===== src/rtl/usb_pkg.sv =====
// Shared types and constants for the USB TX line stage (NRZI encoder and line driver).
package usb_pkg;

  typedef enum logic [1:0] {LS_SE0, LS_J, LS_K} line_state_t;

  typedef enum logic [2:0] {
    ST_IDLE,
    ST_SYNC,
    ST_ACTIVE,
    ST_EOP_SE0,
    ST_EOP_J
  } nrzi_state_t;

  localparam logic [7:0] USB_SYNC_PATTERN = 8'h80;

  function automatic line_state_t nrzi_toggle(input line_state_t ls);
    return (ls == LS_J) ? LS_K : LS_J;
  endfunction

  function automatic int max3(input int a, input int b, input int c);
    int m;
    m = (a > b) ? a : b;
    return (m > c) ? m : c;
  endfunction

endpackage


===== src/rtl/usb_line_driver.sv =====
// Maps a symbolic line state onto the {dp,dm} pair; J/K polarity follows the bus speed.
module usb_line_driver
  import usb_pkg::*;
#(
  parameter int LOW_SPEED = 0
) (
  input  line_state_t ls,
  output logic [1:0]  pair
);

  always_comb begin
    pair = 2'b00;
    case (ls)
      LS_J:    pair = (LOW_SPEED != 0) ? 2'b01 : 2'b10;
      LS_K:    pair = (LOW_SPEED != 0) ? 2'b10 : 2'b01;
      default: pair = 2'b00;
    endcase
  end

endmodule


===== src/rtl/usb_nrzi_encoder.sv =====
// NRZI line encoder with EOP generation; one stuffed bit per clk, 1 clk from in_bit to dp/dm.
// Define USB_NRZI_SYNC_EN to have the block emit the SYNC field itself after tx_start.
module usb_nrzi_encoder
  import usb_pkg::*;
#(
  parameter int LOW_SPEED    = 0,
  parameter int EOP_SE0_BITS = 2,
  parameter int EOP_J_BITS   = 1
) (
  input  logic clk,
  input  logic nRST,
  input  logic tx_start,
  input  logic in_bit,
  input  logic in_valid,
  output logic in_ready,
  input  logic in_stuff,
  input  logic eop_req,
  output logic dp,
  output logic dm,
  output logic oe,
  output logic busy,
  output logic eop_done,
  output logic underrun
);

  localparam int CNT_W = $clog2(max3(8, EOP_SE0_BITS, EOP_J_BITS) + 1);
  localparam logic [CNT_W-1:0] SE0_LAST = CNT_W'(EOP_SE0_BITS - 1);
  localparam logic [CNT_W-1:0] J_LAST   = CNT_W'(EOP_J_BITS);
  localparam logic [1:0] J_PAIR = (LOW_SPEED != 0) ? 2'b01 : 2'b10;

  nrzi_state_t      state, nxt_state;
  logic [CNT_W-1:0] cnt, nxt_cnt;
  line_state_t      lvl, nxt_lvl, nxt_ls;
  logic             nxt_oe, nxt_eop_done, nxt_underrun;
  logic             bit_en, bit_val, exempt;
  logic [1:0]       nxt_pair;

  assign busy     = (state != ST_IDLE);
  assign in_ready = (state == ST_ACTIVE) && !in_stuff;

`ifdef USB_NRZI_SYNC_EN
  assign exempt = 1'b0;
`else
  // Upstream cannot have a bit ready on the very first ACTIVE cycle, so that gap is not an underrun.
  logic first_q;
  always_ff @(posedge clk or negedge nRST) begin
    if (!nRST) first_q <= 1'b0;
    else       first_q <= (state == ST_IDLE) && tx_start;
  end
  assign exempt = first_q;
`endif

  always_comb begin
    nxt_state    = state;
    nxt_cnt      = cnt;
    nxt_lvl      = lvl;
    nxt_ls       = lvl;
    nxt_oe       = oe;
    nxt_eop_done = 1'b0;
    nxt_underrun = underrun;
    bit_en       = 1'b0;
    bit_val      = 1'b1;
    case (state)
      ST_IDLE: begin
        if (tx_start) begin
          nxt_oe       = 1'b1;
          nxt_underrun = 1'b0;
          nxt_cnt      = '0;
`ifdef USB_NRZI_SYNC_EN
          nxt_state    = ST_SYNC;
`else
          nxt_state    = ST_ACTIVE;
`endif
        end
      end
`ifdef USB_NRZI_SYNC_EN
      ST_SYNC: begin
        bit_en  = 1'b1;
        bit_val = USB_SYNC_PATTERN[cnt[2:0]];
        nxt_cnt = cnt + 1'b1;
        if (cnt == CNT_W'(7)) begin
          nxt_state = ST_ACTIVE;
          nxt_cnt   = '0;
        end
      end
`endif
      ST_ACTIVE: begin
        if (in_stuff) begin
          bit_en  = 1'b1;
          bit_val = 1'b0;
        end else if (in_valid) begin
          bit_en  = 1'b1;
          bit_val = in_bit;
        end else if (!eop_req && !exempt) begin
          nxt_underrun = 1'b1;
        end
        if (eop_req) begin
          nxt_state = ST_EOP_SE0;
          nxt_cnt   = '0;
        end
      end
      ST_EOP_SE0: begin
        nxt_ls  = LS_SE0;
        nxt_cnt = cnt + 1'b1;
        if (cnt == SE0_LAST) begin
          nxt_state = ST_EOP_J;
          nxt_cnt   = '0;
        end
      end
      ST_EOP_J: begin
        // EOP_J_BITS edges drive J with oe high; the following edge releases the bus.
        nxt_ls  = LS_J;
        nxt_cnt = cnt + 1'b1;
        if (cnt == J_LAST) begin
          nxt_state    = ST_IDLE;
          nxt_cnt      = '0;
          nxt_oe       = 1'b0;
          nxt_lvl      = LS_J;
          nxt_eop_done = 1'b1;
        end
      end
      default: nxt_state = ST_IDLE;
    endcase
    if (bit_en) begin
      nxt_lvl = bit_val ? lvl : nrzi_toggle(lvl);
      nxt_ls  = nxt_lvl;
    end
  end

  usb_line_driver #(.LOW_SPEED(LOW_SPEED)) u_drv (
    .ls   (nxt_ls),
    .pair (nxt_pair)
  );

  always_ff @(posedge clk or negedge nRST) begin
    if (!nRST) begin
      state    <= ST_IDLE;
      cnt      <= '0;
      lvl      <= LS_J;
      {dp, dm} <= J_PAIR;
      oe       <= 1'b0;
      eop_done <= 1'b0;
      underrun <= 1'b0;
    end else begin
      state    <= nxt_state;
      cnt      <= nxt_cnt;
      lvl      <= nxt_lvl;
      {dp, dm} <= nxt_pair;
      oe       <= nxt_oe;
      eop_done <= nxt_eop_done;
      underrun <= nxt_underrun;
    end
  end

endmodule


===== config.mk =====
export PLATFORM = sky130hd
export DESIGN_NAME = usb_nrzi_encoder
export DESIGN_NICKNAME = d
export VERILOG_FILES = /design/src/rtl/usb_pkg.sv /design/src/rtl/usb_line_driver.sv /design/src/rtl/usb_nrzi_encoder.sv
export SDC_FILE = /design/constraint.sdc
export NUM_CORES = 1
export LEC_CHECK = 0
export BUFFER_PORTS_ARGS = -buffer_cell sky130_fd_sc_hd__buf_2
export CAP_MARGIN = 20
export CORE_UTILIZATION = 45
export CTS_BUF_LIST = sky130_fd_sc_hd__clkbuf_8
export CTS_CLUSTER_DIAMETER = 120
export DETAILED_ROUTE_END_ITERATION = 8
export GPL_ROUTABILITY_DRIVEN = 1
export HOLD_SLACK_MARGIN = 0.12
export PLACE_DENSITY = 0.79
export SYNTH_ARGS = -nofsm -noshare
export SYNTH_HDL_FRONTEND = slang
export SYNTH_HIERARCHICAL = 1
export SYNTH_SLANG_ARGS = --single-unit

===== constraint.sdc =====
create_clock -name clk -period 1.45 [get_ports clk]
set_input_delay 0 -clock clk [delete_from_list [all_inputs] [get_ports clk]]
set_output_delay 0 -clock clk [all_outputs]
set_load 0.05 [all_outputs]

**Yosys cells after proc, flatten, opt, wreduce, memory -nomap -nowiden**

Cells that the tools add are included.

- Register bits: 15
- Input bits: 7
- Output and inout bits: 7
- Logic and storage cells: 76

- $add $sub $neg: 1
- Eq/ne operators: 14
- Multiplexer cells: 33
- Reduce and logical (&&, ||, !) cells: 19

Operators by type and width:

| cell | count |
|---|---|
| $mux 1 | 14 |
| $mux 2 | 6 |
| $mux 3 | 4 |
| $mux 4 | 3 |
| $ne 2x2->1 const B | 6 |
| $pmux 3 s4 | 1 |
| $pmux 4 s3 | 1 |
| $pmux 2 s2 | 2 |
| $reduce_bool 2->1 | 4 |
| $eq 3x2->1 const B | 2 |
| $reduce_and 3->1 | 2 |
| $reduce_bool 3->1 | 2 |
| $reduce_and 5->1 | 1 |
| $add 4x1->4 const B | 1 |
| $eq 2x1->1 const B | 2 |
| $eq 4x1->1 const B | 1 |
| $pmux 1 s2 | 2 |
| $reduce_and 4->1 | 1 |
| $eq 3x3->1 const B | 1 |
| $logic_and 1x1->1 | 3 |
| $logic_not 1->1 | 3 |
| $logic_not 3->1 | 1 |
| $eq 2x2->1 const B | 1 |
| $ne 2x1->1 const B | 1 |
| other kinds (2) | 2 |

**Depth between registers and ports, before layout**

Gate-level depths: netlist of run 1.

- Depth after elaboration: 7
- Gate-level depth with buffers: 6

**Hierarchy**

Netlist of run 1, hierarchy kept.

By module, submodules not included:

| module | times used | cells an instance | area each (um2) |
|---|---|---|---|
| usb_nrzi_encoder | 1 | 83 | 764.5 |
| usb_line_driver | 1 | 2 | 15.0 |

**Worst setup path after synthesis of run 1**

No wires, ideal clock.

- Kind: reg-to-output
- From: register state[2]
- To: output port in_ready
- Arrival: 1,742 ps
- Data required time: 1,450 ps
- Slack: -292 ps
- Stages on the path, launching flop included: 4
- Cells stage by stage: dfrtp_1 > buf_4 > nand2b_1 > nor3_1

- Longest elaborated chain between the ends: 2

RTL lines:

| item | RTL line | source |
|---|---|---|
| from (decl) | usb_nrzi_encoder.sv:31 | `nrzi_state_t state, nxt_state;` |
| from (signal assigned) | usb_nrzi_encoder.sv:145 | `state <= nxt_state;` |
| $eq 3x2->1 | usb_nrzi_encoder.sv:39 | `assign in_ready = (state == ST_ACTIVE) && !in_stuff;` |
| $logic_and 1x1->1 | usb_nrzi_encoder.sv:39 |  |
| to (decl) | usb_nrzi_encoder.sv:15 | `output logic in_ready,` |

No other way between the ends.

**Worst setup path in the final report of run 1**

- From: register state[2]
- To: output port busy

- Longest elaborated chain between the ends: 1

RTL lines:

| item | RTL line | source |
|---|---|---|
| $reduce_bool 3->1 | usb_nrzi_encoder.sv:38 | `assign busy = (state != ST_IDLE);` |
| to (decl) | usb_nrzi_encoder.sv:21 | `output logic busy,` |

No other way between the ends.

==> metrics.md, run 1 <==
| Metric | Value |
|---|---|
| Status | complete, but fails checks |
| Failing checks | design-rule violations |
| Number of I/O pins | 14 |
| Clock share of power | 0.152 |
| FF+latch area | 379 µm² |
| Syn Nets | 94 |
| Routed Wire Length | 1.65 mm |
| Number of cells produced by synthesis | 85 |
| Dominant register cell in the synthesized netlist | sky130_fd_sc_hd__dfrtp_1 |
| Detailed-route DRC error count | 2 |
| Distinct cell type count after synthesis | 30 |
| CTS sink count | 15 |
| Sequential share of the synthesized area | 0.485 |
| Hold WC Path Type | primary input to flip-flop |
| Power after layout | 2.18 mW |
| First-pass iteration count of the detailed router | 6 |
| Pins over their slew limit | 0 |
| Number of vias after detailed routing | 701 |
| Drt first-iter violations | 11 |
| Number of clock buffers inserted by TritonCTS | 3 |
| Leakage power figure | 0.463 nW |
| IR Drop Worst-Case VDD | 0.00121 V |
| Transition time at the pin with the least slew margin | 0.346 ns |
| Clk slew on worst S/H paths | 0.06 ns |
| Switching share of total power | 0.437 |
| Setup CP Type | flip-flop to output port |
| Number of levels the H-tree was split into | 1 |
| Clock latency at the later pin of the worst-skew pair | 0.25 ns |
| Hold Violations, Final | 0 |
| CTS Buffer Depth | 2 |
| RSZ-0062 raised after global routing | true |
| Number of post-CTS setup repair buffers | 0 |
| Largest net degree at the start of global routing | 16 |
| Utilization after layout | 0.644 |
| Data required time of the critical path | 1.45 ns |
| Period Utilization, post-route | 0.968 |
| Die extent in x | 43.6 µm |
| Cell Int Power | 1.23 mW |
| Number of global-route vias before repair | 664 |
| Initial antenna violation count | 0 |
| Global-route wire length before repair | 2.77 mm |
| Number of maximum-capacitance constraint violations | 0 |
| Relative contribution of combinational cells to total power | 0.530 |
| Layout area overhead | 28.7% |
| Synth Area per Inst | 9.17 µm² |
| Clock tree root driver cell | sky130_fd_sc_hd__clkbuf_8 |
| Cell row count | 14 |
| # port buffers | 13 |
| Startpoint type of the worst setup path | flip-flop |
| CP Capture Type | output port |
| Final critical-path required period | 1.40 ns |
| Setup TNS | 0 ns |
| Power density cells | 2180 nW/µm² |
| Switching pwr | 954 µW |
| Worst path arrival time | 1.40 ns |
| Area taken by multi-input logic gates | 395 µm² |
| Sequential cell fraction of total power | 0.318 |
| Synth async-reset ratio | 1.00 |
| Vias per inst | 5.65 |
| Pre-CTS setup slack | 0.0333 ns |
| Fmax | 0.713 GHz |
| Vertical extent of the die | 43.6 µm |
| GRT overflow | 0 |
| Setup slack of the most critical reg-to-reg path | 0.05 ns |
| Ys Warns | 6 |
| Routed wire per std cell | 13.3 µm |
| Standard cell core area | 1560 µm² |
| Starting density of the core | 0.500 |
| Count of filler cells inserted in the layout | 124 |
| Full die area | 1900 µm² |
| Number of antenna-violating nets in the routed design | 0 |
| Number of flops mapped to enable cells by yosys | 0 |
| Maximum fanout along the worst path | 7 |
| Final setup vio count | 0 |
| Setup clock skew after layout | 0.00501 ns |
| Clock tree from TritonCTS | yes |
| Final estimated routing congestion in global placement | 0.816 |
| Layout cell share with drive strength beyond 1 | 0.315 |
| DP Wirelength | 1.18 mm |
| Slew Limit Headroom | 0.769 |
| Final net count | 118 |
| Final setup slack of the worst path | 0.0469 ns |
| Mapped Area | 779 µm² |
| Total global-route track usage | 0.211 |
| Flops & latches, synth | 15 |
| Antenna Diode Count | 0 |
==> final timing paths <==
path,from,endpoint,depth (start not counted)
setup / recovery,state[2]$_DFFE_PN0P_,busy,3
max in group asynchronous,nRST,lvl[0]$_DFFE_PN1P_,2
min in group asynchronous,nRST,cnt[2]$_DFFE_PN0P_,2
setup reg to reg,state[2]$_DFFE_PN0P_,dm$_DFF_PN0_,5
hold / removal,in_stuff,lvl[1]$_DFFE_PN0P_,4
hold reg to reg,underrun$_DFFE_PN0P_,underrun$_DFFE_PN0P_,2
==> cells in the final DEF, fill, tap and decap left out, types with 3 or more instances in the layout <==
cell type / instances
sky130_fd_sc_hd__buf_2: 11
sky130_fd_sc_hd__nor2b_1: 3
sky130_fd_sc_hd__nand2_1: 9
sky130_fd_sc_hd__dlygate4sd3_1: 3
sky130_fd_sc_hd__inv_1: 7
sky130_fd_sc_hd__clkbuf_8: 3
sky130_fd_sc_hd__nor2_1: 9
sky130_fd_sc_hd__o21ai_0: 6
sky130_fd_sc_hd__buf_4: 5
sky130_fd_sc_hd__a21oi_1: 5
sky130_fd_sc_hd__dfrtp_1: 12
==> sequential cells by signal, indices dropped and copies added (netlist names) <==
| name | flops |
|---|---|
| underrun | 1 |
| exempt | 1 |
| state | 3 |
| eop_done | 1 |
| dm | 1 |
| dp | 1 |
| oe | 1 |
| cnt | 4 |
| lvl | 2 |
==> repair_timing <==
| item | 4_1_cts | 5_1_grt |
|---|---|---|
| hold buffers | 3 | 0 |
| resized for setup | 2 | 7 |
| pin swaps | 0 | 1 |
| endpoints found under the setup margin | 2 | 4 |
| endpoints found under the hold margin | 18 | 0 |
==> synth_stat cells (2+ instances only) <==
master | number | share of area
sky130_fd_sc_hd__inv_1 | 6 | 0.029
sky130_fd_sc_hd__nor2_1 | 10 | 0.048
sky130_fd_sc_hd__a21oi_1 | 5 | 0.032
sky130_fd_sc_hd__o21ai_0 | 7 | 0.045
sky130_fd_sc_hd__nand2_1 | 9 | 0.043
sky130_fd_sc_hd__a22o_1 | 2 | 0.022
sky130_fd_sc_hd__nor3_1 | 2 | 0.013
sky130_fd_sc_hd__o22ai_1 | 2 | 0.016
sky130_fd_sc_hd__nor2b_1 | 3 | 0.024
sky130_fd_sc_hd__dfrtp_1 | 13 | 0.42
sky130_fd_sc_hd__ha_1 | 2 | 0.032
sky130_fd_sc_hd__and2b_2 | 2 | 0.022
sky130_fd_sc_hd__dfstp_2 | 2 | 0.067
sky130_fd_sc_hd__or3_1 | 2 | 0.016
sky130_fd_sc_hd__nand3_1 | 2 | 0.013
sky130_fd_sc_hd__o21a_1 | 2 | 0.019
==> critical path, cell delays in order, from the launching register on <==
cell and delay, ns:
sky130_fd_sc_hd__dfrtp_2 0.44, sky130_fd_sc_hd__buf_4 0.16, sky130_fd_sc_hd__or3_4 0.39, sky130_fd_sc_hd__buf_6 0.16
==> cells by family after synthesis <==
| group | after synthesis | synth area share |
|---|---|---|
| adder cells (fa/ha/maj) | 2 | 0.0321 |
| AO/OA/AOI/OAI | 25 | 0.205 |
| XOR/XNOR | 1 | 0.0112 |
| buffers and inverters | 8 | 0.0449 |
| flip-flops | 15 | 0.485 |
| AND/OR/NAND/NOR | 34 | 0.222 |
==> per-layer routing <==
layer | GRT usage | wire length (µm) | vias to the layer above
met5 | 0 | 0 | -
met2 | 0.355 | 829 | 15
met1 | 0.228 | 729 | 337
met4 | 0.100 | 23 | 0
li1 | - | - | 344
met3 | 0.0875 | 70 | 5
==> power groups by stage <==
stage | logic, mW | registers (mW) | clock network, mW
finish | 1.16 | 0.694 | 0.333
global route | 1.26 | 0.717 | 0.367
CTS | 1.11 | 0.687 | 0.344
detailed placement | 1.08 | 0.692 | 0
global placement | 1.04 | 0.685 | 0
floorplan | 0.700 | 0.783 | 0
==> metrics by stage <==
stage               instances  area, µm²  hold slack, ns
CTS                       124        982           0.164
global placement          117        900         -0.0793
floorplan                  85        790          -0.296
finish                    124       1000           0.167
detailed placement        117        900         -0.0782
global route              124       1000           0.198
==> area by class of cell <==
cell class / instances / share of cell area
Clock buffer: 3 / 0.0411
Sequential cell: 15 / 0.378
Inverter: 6 / 0.0224
Tap cell: 16 / 0.0200
Timing Repair Buffer: 21 / 0.141
Clock inverter: 1 / 0.00374
Multi-Input combinational cell: 62 / 0.394
Note: power is estimated with default switching activity, not from simulation.
==> run 2: changes to the inputs <==
--- a/config.mk
+++ b/config.mk
@@ -13,7 +13,7 @@
 export DETAILED_ROUTE_END_ITERATION = 8
 export GPL_ROUTABILITY_DRIVEN = 1
 export HOLD_SLACK_MARGIN = 0.12
-export PLACE_DENSITY = 0.79
+export PLACE_DENSITY = 0.81
 export SYNTH_ARGS = -nofsm -noshare
 export SYNTH_HDL_FRONTEND = slang
 export SYNTH_HIERARCHICAL = 1
==> constraint.sdc (replaced) <==
create_clock -name clk -period 1.2 [get_ports clk]
set_input_delay 0 -clock clk [delete_from_list [all_inputs] [get_ports clk]]
set_output_delay 0 -clock clk [all_outputs]
set_load 0.05 [all_outputs]
==> metrics.md, run 2 (synthesis gave the netlist of run 1 again) <==
| Metric | Value |
|---|---|
| Buf+Inv Stages, Crit Path | 2 (unchanged) |
| Worst Setup SP | state[1]$_DFFE_PN0P_ |
| Number of antenna-violating nets in the routed design | 0 (unchanged) |
| Number of global-route vias before repair | 763 (+15%) |
| Largest net degree at the start of global routing | 16 (unchanged) |
| Clk slew on worst S/H paths | 0.07 ns (about the same) |
| Number of I/O pins | 14 (unchanged) |
| Full die area | 1900 µm² (unchanged) |
| Layout cell share with drive strength beyond 1 | 0.540 (+0.226) |
| Total met2 wirelength after detailed routing | 1.14 mm (+38%) |
| Detailed-routed wire length on met3 | 110 µm (+57%) |
| Routed wire per std cell | 16.2 µm (+21%) |
| Endpoint of the most critical register-to-register path | lvl[0]$_DFFE_PN1P_ |
| Number of levels the H-tree was split into | 1 (unchanged) |
| Final critical-path required period | 1.43 ns |
| Status | complete, but fails checks |
| Register containing the most flip-flops in the final layout | cnt |
| Cells after DPL | 126 (+7.7%) |
| CTS sink count | 15 (unchanged) |
| Fin Hold WS | 0.175 ns (+0.00737 ns) |
| Number of clock buffers inserted by TritonCTS | 3 (unchanged) |
| Reg2Reg Launch Point | state[1]$_DFFE_PN0P_ |
| Top library cells by usage in the layout, fill and taps aside | sky130_fd_sc_hd__buf_4 (12), sky130_fd_sc_hd__dfrtp_1 (11), sky130_fd_sc_hd__buf_2 (11), sky130_fd_sc_hd__buf_6 (11), sky130_fd_sc_hd__nor2_1 (8) |
| Period Utilization, post-route | 1.19 |
| Starting density of the core | 0.500 (unchanged) |
| Pre-CTS setup slack | -0.200 ns (-0.233 ns) |
| CP max-delay cell | sky130_fd_sc_hd__dfrtp_2 |
| Die extent in x | 43.6 µm (unchanged) |
| First-pass iteration count of the detailed router | 6 (unchanged) |
| Number of flip-flops under the largest register name | 4 (unchanged) |
| Non-filler cells in the finished layout | 140 (+13%) |
| Final net count | 134 (+14%) |
| Antenna Diode Count | 0 (unchanged) |
| Maximum fanout along the worst path | 5 (-2) |
| Count of filler cells inserted in the layout | 92 (-26%) |
| Highest Signal Layer | met4 |
| CP max stage delay | 0.46 ns (+0.02 ns) |
| CTS Buffer Depth | 2 (unchanged) |
| Drt first-iter violations | 17 (+6) |
| Hold Violations, Final | 0 (unchanged) |
| Series of cell instances along the critical path | buf_6 > or3_4 > buf_8 |
| Detailed-route DRC error count | 2 (unchanged) |
| Layout area overhead | 62.4% |
| Total global-route track usage | 0.248 (+0.0372) |
| Pins over their slew limit | 0 (unchanged) |
| Power density cells | 2820 nW/µm² (+30%) |
| Startpoint type of the worst setup path | flip-flop |
| Clock tree from TritonCTS | yes |
| Standard cell core area | 1560 µm² (unchanged) |
| Final setup slack of the worst path | -0.226 ns (-0.273 ns) |
| Cell row count | 14 (unchanged) |
| Hold WC Path Type | primary input to async pin |
| RSZ-0062 raised after global routing | true |
| Vias per inst | 5.72 (+1.2%) |
| Transition time at the pin with the least slew margin | 0.351 ns (+0.00455 ns) |
| GRT overflow | 0 (unchanged) |
| Data required time of the critical path | 1.20 ns (-0.25 ns) |
| Clock tree root driver cell | sky130_fd_sc_hd__clkbuf_8 |
| Number of vias after detailed routing | 801 (+14%) |
| CP Capture Type | output port |
| Largest registers | cnt: 4 flops, state: 3 flops, lvl: 2 flops |
| Number of maximum-capacitance constraint violations | 0 (unchanged) |
| Top Family by Delay on Critical Path | flip-flops |
| Final estimated routing congestion in global placement | 0.821 (+0.67%) |
| Fmax | 0.701 GHz |
| Slew Limit Headroom | 0.766 (-0.00303) |
| Failing checks | design-rule violations, negative setup slack |
| Setup TNS | -1.72 ns (-1.72 ns) |
| Most common cell after layout, fill and taps aside | sky130_fd_sc_hd__buf_4 |
| Vertical extent of the die | 43.6 µm (unchanged) |
| Number of cell instances on the worst register-to-register path | 5 (unchanged) |
| Global-route wire length before repair | 3.24 mm (+17%) |
| IR Drop Worst-Case VDD | 0.00188 V (+55%) |
| Setup CP Type | flip-flop to output port |
| # port buffers | 13 (unchanged) |
| Initial antenna violation count | 0 (unchanged) |
| Leakage power figure | 0.577 nW (+25%) |
| Routed Wire Length | 2.26 mm (+37%) |
| Routed metal-1 wirelength | 922 µm (+26%) |
| Setup clock skew after layout | 0.0108 ns (+0.00580 ns) |
| Setup slack of the most critical reg-to-reg path | -0.19 ns (-0.24 ns) |
| DP Wirelength | 1.33 mm (+13%) |
| Worst path arrival time | 1.43 ns (+0.03 ns) |
| Clock latency at the later pin of the worst-skew pair | 0.26 ns (about the same) |
| Final setup vio count | 12 (+12) |
-- run 2: cell types whose count changed in the layout (fill, tap and decap cells not counted), sizes merged --
cell / delta
buf: +18
clkbuf: -1
dlygate4sd3: -1
-- run 2: how the worst max path moves through the flow --
stage / endpoint / slack, ns / cells after the start
floorplan: underrun$_DFFE_PN0P_ / -0.11 / 4
global placement: dm$_DFF_PN0_ / -0.13 / 5
detailed placement: dm$_DFF_PN0_ / -0.20 / 5
CTS: in_ready / -0.18 / 5
global route: lvl[1]$_DFFE_PN0P_ / -0.26 / 5
finish: busy / -0.23 / 3
-- run 2: metrics by stage --
stage / cell area (µm²) / power [mW] / utilization
6_report: 1270 / 3.57 / 0.812
5_1_grt: 1270 / 3.75 / 0.812
4_1_cts: 1170 / 3.16 / 0.754
3_5_place_dp: 980 / 2.31 / 0.628
3_3_place_gp: 980 / 2.26 / 0.628
2_1_floorplan: 812 / 1.85 / -
-- run 2: cell type report --
cell class / instances / area, µm² / share of cell area
multi-input cells: 62 / 494 / 0.390
flip-flops and latches: 15 / 380 / 0.300
repair buffers: 37 / 304 / 0.240
clock buffers: 3 / 41.3 / 0.0326
inverters: 6 / 22.5 / 0.0178
well taps: 16 / 20.0 / 0.0158
clock inverters: 1 / 3.75 / 0.00296
-- run 2: report_power, final --
part | internal, mW | switching, mW | total, mW
sequential | 0.695 | 0.154 | 0.849
combinational | 1.13 | 1.17 | 2.30
clock | 0.227 | 0.192 | 0.420
-- run 2: per-layer routing --
metal | vias up | GRT usage
met5 | - | 0
met4 | 0 | 0.163
met3 | 11 | 0.0667
met2 | 31 | 0.415
met1 | 384 | 0.275
li1 | 375 | -
-- run 2: worst reg2reg max path, cell delays in order (launching register included) --
cell and delay (ns):
sky130_fd_sc_hd__dfrtp_2 0.44, sky130_fd_sc_hd__buf_4 0.15, sky130_fd_sc_hd__nor3b_4 0.19, sky130_fd_sc_hd__o21ai_2 0.09
sky130_fd_sc_hd__or3_1 0.33, sky130_fd_sc_hd__o21a_1 0.11
-- run 2: repair_timing --
action | 4_1_cts | 5_1_grt
endpoints found under the hold margin | 18 | 0
endpoints found under the setup margin | 13 | 14
buffers inserted | 6 | 2
hold buffers | 2 | 0
gates resized for setup | 24 | 20
pin swaps | 8 | 9
==> run 3: changes to the inputs <==
--- a/config.mk
+++ b/config.mk
@@ -16,5 +16,5 @@
 export PLACE_DENSITY = 0.81
 export SYNTH_ARGS = -nofsm -noshare
 export SYNTH_HDL_FRONTEND = slang
-export SYNTH_HIERARCHICAL = 1
 export SYNTH_SLANG_ARGS = --single-unit
+export TNS_END_PERCENT = 50
==> metrics.md, run 3 <==
| Metric | Value |
|---|---|
| Register containing the most flip-flops in the final layout | cnt |
| Clock latency at the later pin of the worst-skew pair | 0.26 ns (about the same) |
| IR Drop Worst-Case VDD | 0.00181 V (-3.7%) |
| Cell row count | 15 (+1) |
| CTS Buffer Depth | 2 (unchanged) |
| Synth Area per Inst | 10.9 µm² (+19%) |
| Clock tree root driver cell | sky130_fd_sc_hd__clkbuf_8 |
| Pins over their slew limit | 0 (unchanged) |
| Starting density of the core | 0.482 (-0.0176) |
| Routed wire per std cell | 15.9 µm (-1.3%) |
| Count of filler cells inserted in the layout | 117 (+27%) |
| Routed Wire Length | 2.18 mm (-3.4%) |
| Top Family by Delay on Critical Path | flip-flops |
| Global Route met1 Usage | 0.313 (+0.0384) |
| RSZ-0062 raised after global routing | true |
| Syn Nets | 86 (-8.5%) |
| Fin Hold WS | 0.124 ns (-0.0504 ns) |
| Area after detailed placement | 1020 µm² (+4.0%) |
| Power density cells | 2770 nW/µm² (-1.7%) |
| Number of levels the H-tree was split into | 1 (unchanged) |
| Dominant register cell in the synthesized netlist | sky130_fd_sc_hd__dfrtp_1 |
| Maximum fanout along the worst path | 9 (+4) |
| Transition time at the pin with the least slew margin | 0.345 ns (-0.00609 ns) |
| Number of cells produced by synthesis | 77 (-9.4%) |
| Met2 layer usage reported by global route | 0.377 (-0.0381) |
| GRT overflow | 0 (unchanged) |
| Startpoint type of the worst setup path | flip-flop |
| Utilization after layout | 0.716 (-0.0961) |
| Largest registers | cnt: 4 flops, state: 3 flops, lvl: 2 flops |
| Global-route wire length before repair | 3.38 mm (+4.3%) |
| Number of clock buffers inserted by TritonCTS | 3 (unchanged) |
| Pre-CTS setup slack | -0.260 ns (-0.0601 ns) |
| Final setup vio count | 13 (+1) |
| Area taken by multi-input logic gates | 523 µm² (+5.8%) |
| Synth async-reset ratio | 1.00 (unchanged) |
| Setup CP Type | flip-flop to output port |
| Number of maximum-capacitance constraint violations | 0 (unchanged) |
| First-pass iteration count of the detailed router | 4 (-2) |
| Cells after DPL | 126 (unchanged) |
| Busiest layer in global routing | met2 |
| Fmax | 0.706 GHz (+0.64%) |
| Slew Limit Headroom | 0.770 (+0.00406) |
| Power after layout | 3.46 mW (-3.0%) |
| Setup clock skew after layout | 0.00195 ns (-0.00886 ns) |
| Most common cell after layout, fill and taps aside | sky130_fd_sc_hd__buf_4 |
| Area share of the largest cell type after synthesis | 0.386 (-0.0310) |
| Distinct cell type count after synthesis | 35 (+17%) |
| Total global-route track usage | 0.241 (-0.00682) |
| Flops & latches, synth | 15 (unchanged) |
| CP Capture Type | output port |
| Antenna Diode Count | 0 (unchanged) |
| Period Utilization, post-route | 1.18 (-0.00754) |
| Most frequent cell after synthesis | sky130_fd_sc_hd__dfrtp_1 |
| Sequential share of the synthesized area | 0.449 (-0.0360) |
| Number of flops mapped to enable cells by yosys | 0 (unchanged) |
| FF+latch area | 380 µm² (unchanged) |
| # port buffers | 13 (unchanged) |
| Final setup slack of the worst path | -0.217 ns (+0.00905 ns) |
| Worst path arrival time | 1.42 ns (about the same) |
| Vertical extent of the die | 45.3 µm (+3.7%) |
| Full die area | 2050 µm² (+7.6%) |
| Clock tree from TritonCTS | yes |
| Detailed-route DRC error count | 0 (-2) |
| Drt first-iter violations | 16 (-1) |
| Number of I/O pins | 14 (unchanged) |
| Number of flip-flops under the largest register name | 4 (unchanged) |
| Ys Warns | 0 (-6) |
| Dominant cell type by area after synthesis | sky130_fd_sc_hd__dfrtp_1 |
| Non-filler cells in the finished layout | 137 (-2.1%) |
| Data required time of the critical path | 1.20 ns (about the same) |
| Setup TNS | -1.70 ns (+0.0189 ns) |
| Buf+Inv Stages, Crit Path | 2 (unchanged) |
| Number of antenna-violating nets in the routed design | 0 (unchanged) |
| Top library cells by usage in the layout, fill and taps aside | sky130_fd_sc_hd__buf_4 (16), sky130_fd_sc_hd__dfrtp_1 (11), sky130_fd_sc_hd__buf_2 (11) |
| Die extent in x | 45.3 µm (+3.7%) |
| Layout area overhead | 48.4% |
| Mapped Area | 842 µm² (+8.0%) |
| Status | complete, but fails checks |
| Final net count | 122 (-9.0%) |
| Top cells by count, synth | sky130_fd_sc_hd__dfrtp_1 (13), sky130_fd_sc_hd__nor2_1 (10), sky130_fd_sc_hd__inv_1 (5), sky130_fd_sc_hd__o21ai_0 (5) |
| Clk slew on worst S/H paths | 0.06 ns (about the same) |
| Layout cell share with drive strength beyond 1 | 0.536 (-0.00461) |
| CTS sink count | 15 (unchanged) |
| Standard cell core area | 1750 µm² (+12%) |
| Number of global-route vias before repair | 742 (-2.8%) |
| DP Wirelength | 1.35 mm (+1.8%) |
| Final instance area | 1250 µm² (-1.3%) |
| Number of vias after detailed routing | 768 (-4.1%) |
| CP max-delay cell | sky130_fd_sc_hd__dfrtp_2 |
| Series of cell instances along the critical path | buf_4 > nor4b_4 > buf_6 |
| Hold WC Path Type | primary input to flip-flop |
| Hold Violations, Final | 0 (unchanged) |
| Largest net degree at the start of global routing | 16 (unchanged) |
| CP max stage delay | 0.51 ns (+0.05 ns) |
| Final critical-path required period | 1.42 ns (-0.00905 ns) |
| Synth area leaders | sky130_fd_sc_hd__dfrtp_1 (39%), sky130_fd_sc_hd__dfstp_2 (6.2%), sky130_fd_sc_hd__nor2_1 (4.5%) |
| Leakage power figure | 0.543 nW (-5.8%) |
| Failing checks | negative setup slack |
| Initial antenna violation count | 0 (unchanged) |
| Final estimated routing congestion in global placement | 0.901 (+9.7%) |
| GR Util met3 | 0.0240 (-0.0427) |
| Vias per inst | 5.61 (-2.0%) |
==> run 3: final timing paths <==
check,start,endpoint,slack (ns),depth (start not counted)
min,in_valid,lvl[0]$_DFFE_PN1P_,0.12,3
max in group asynchronous,nRST,lvl[0]$_DFFE_PN1P_,0.72,2
max reg2reg,cnt[1]$_DFFE_PN0P_,lvl[0]$_DFFE_PN1P_,-0.19,5
min in group asynchronous,nRST,dm$_DFF_PN0_,0.19,2
max,state[1]$_DFFE_PN0P_,in_ready,-0.22,3
min reg2reg,oe$_DFFE_PN0P_,oe$_DFFE_PN0P_,0.52,2
==> run 3: final cells by class <==
class | instances | share of cell area
Multi-Input combinational cell | 54 | 0.418
Sequential cell | 15 | 0.304
Timing Repair Buffer | 34 | 0.200
Clock buffer | 3 | 0.0330
Tap cell | 25 | 0.0250
Inverter | 5 | 0.0150
Clock inverter | 1 | 0.00400
==> run 3: cells by family after synthesis <==
logic type / count (synthesis) / share of synthesized area
AND/OR/NAND/NOR: 26 / 0.205
XOR/XNOR: 1 / 0.0104
adder cells (fa/ha/maj): 2 / 0.0297
flip-flops: 15 / 0.449
buffers and inverters: 8 / 0.0624
AO/OA/AOI/OAI: 25 / 0.244
==> run 3: worst register-to-register path: stages, from the launching register on <==
cell                      delay, ns
sky130_fd_sc_hd__dfrtp_1       0.39
sky130_fd_sc_hd__inv_2         0.07
sky130_fd_sc_hd__ha_4          0.12
sky130_fd_sc_hd__or3b_4        0.42
sky130_fd_sc_hd__o32ai_4       0.17
sky130_fd_sc_hd__a22o_1        0.17
==> run 3: what timing repair did <==
action                                  4_1_cts  5_1_grt
endpoints found under the hold margin        19        0
pin swaps                                     6        6
resized for setup                            22        9
endpoints found under the setup margin       16       16
setup buffers                                 3        1
hold buffers                                  3        0
==> run 3: report_power, final <==
group,internal [mW],switching (mW)
combinational,1.00,1.11
sequential,0.723,0.200
clock,0.231,0.200
==> run 3: layer usage <==
layer	share of wire	wire (µm)
met2	0.48	1050
met4	0.027	59
met3	0.041	89
met1	0.45	988
met5	0	0
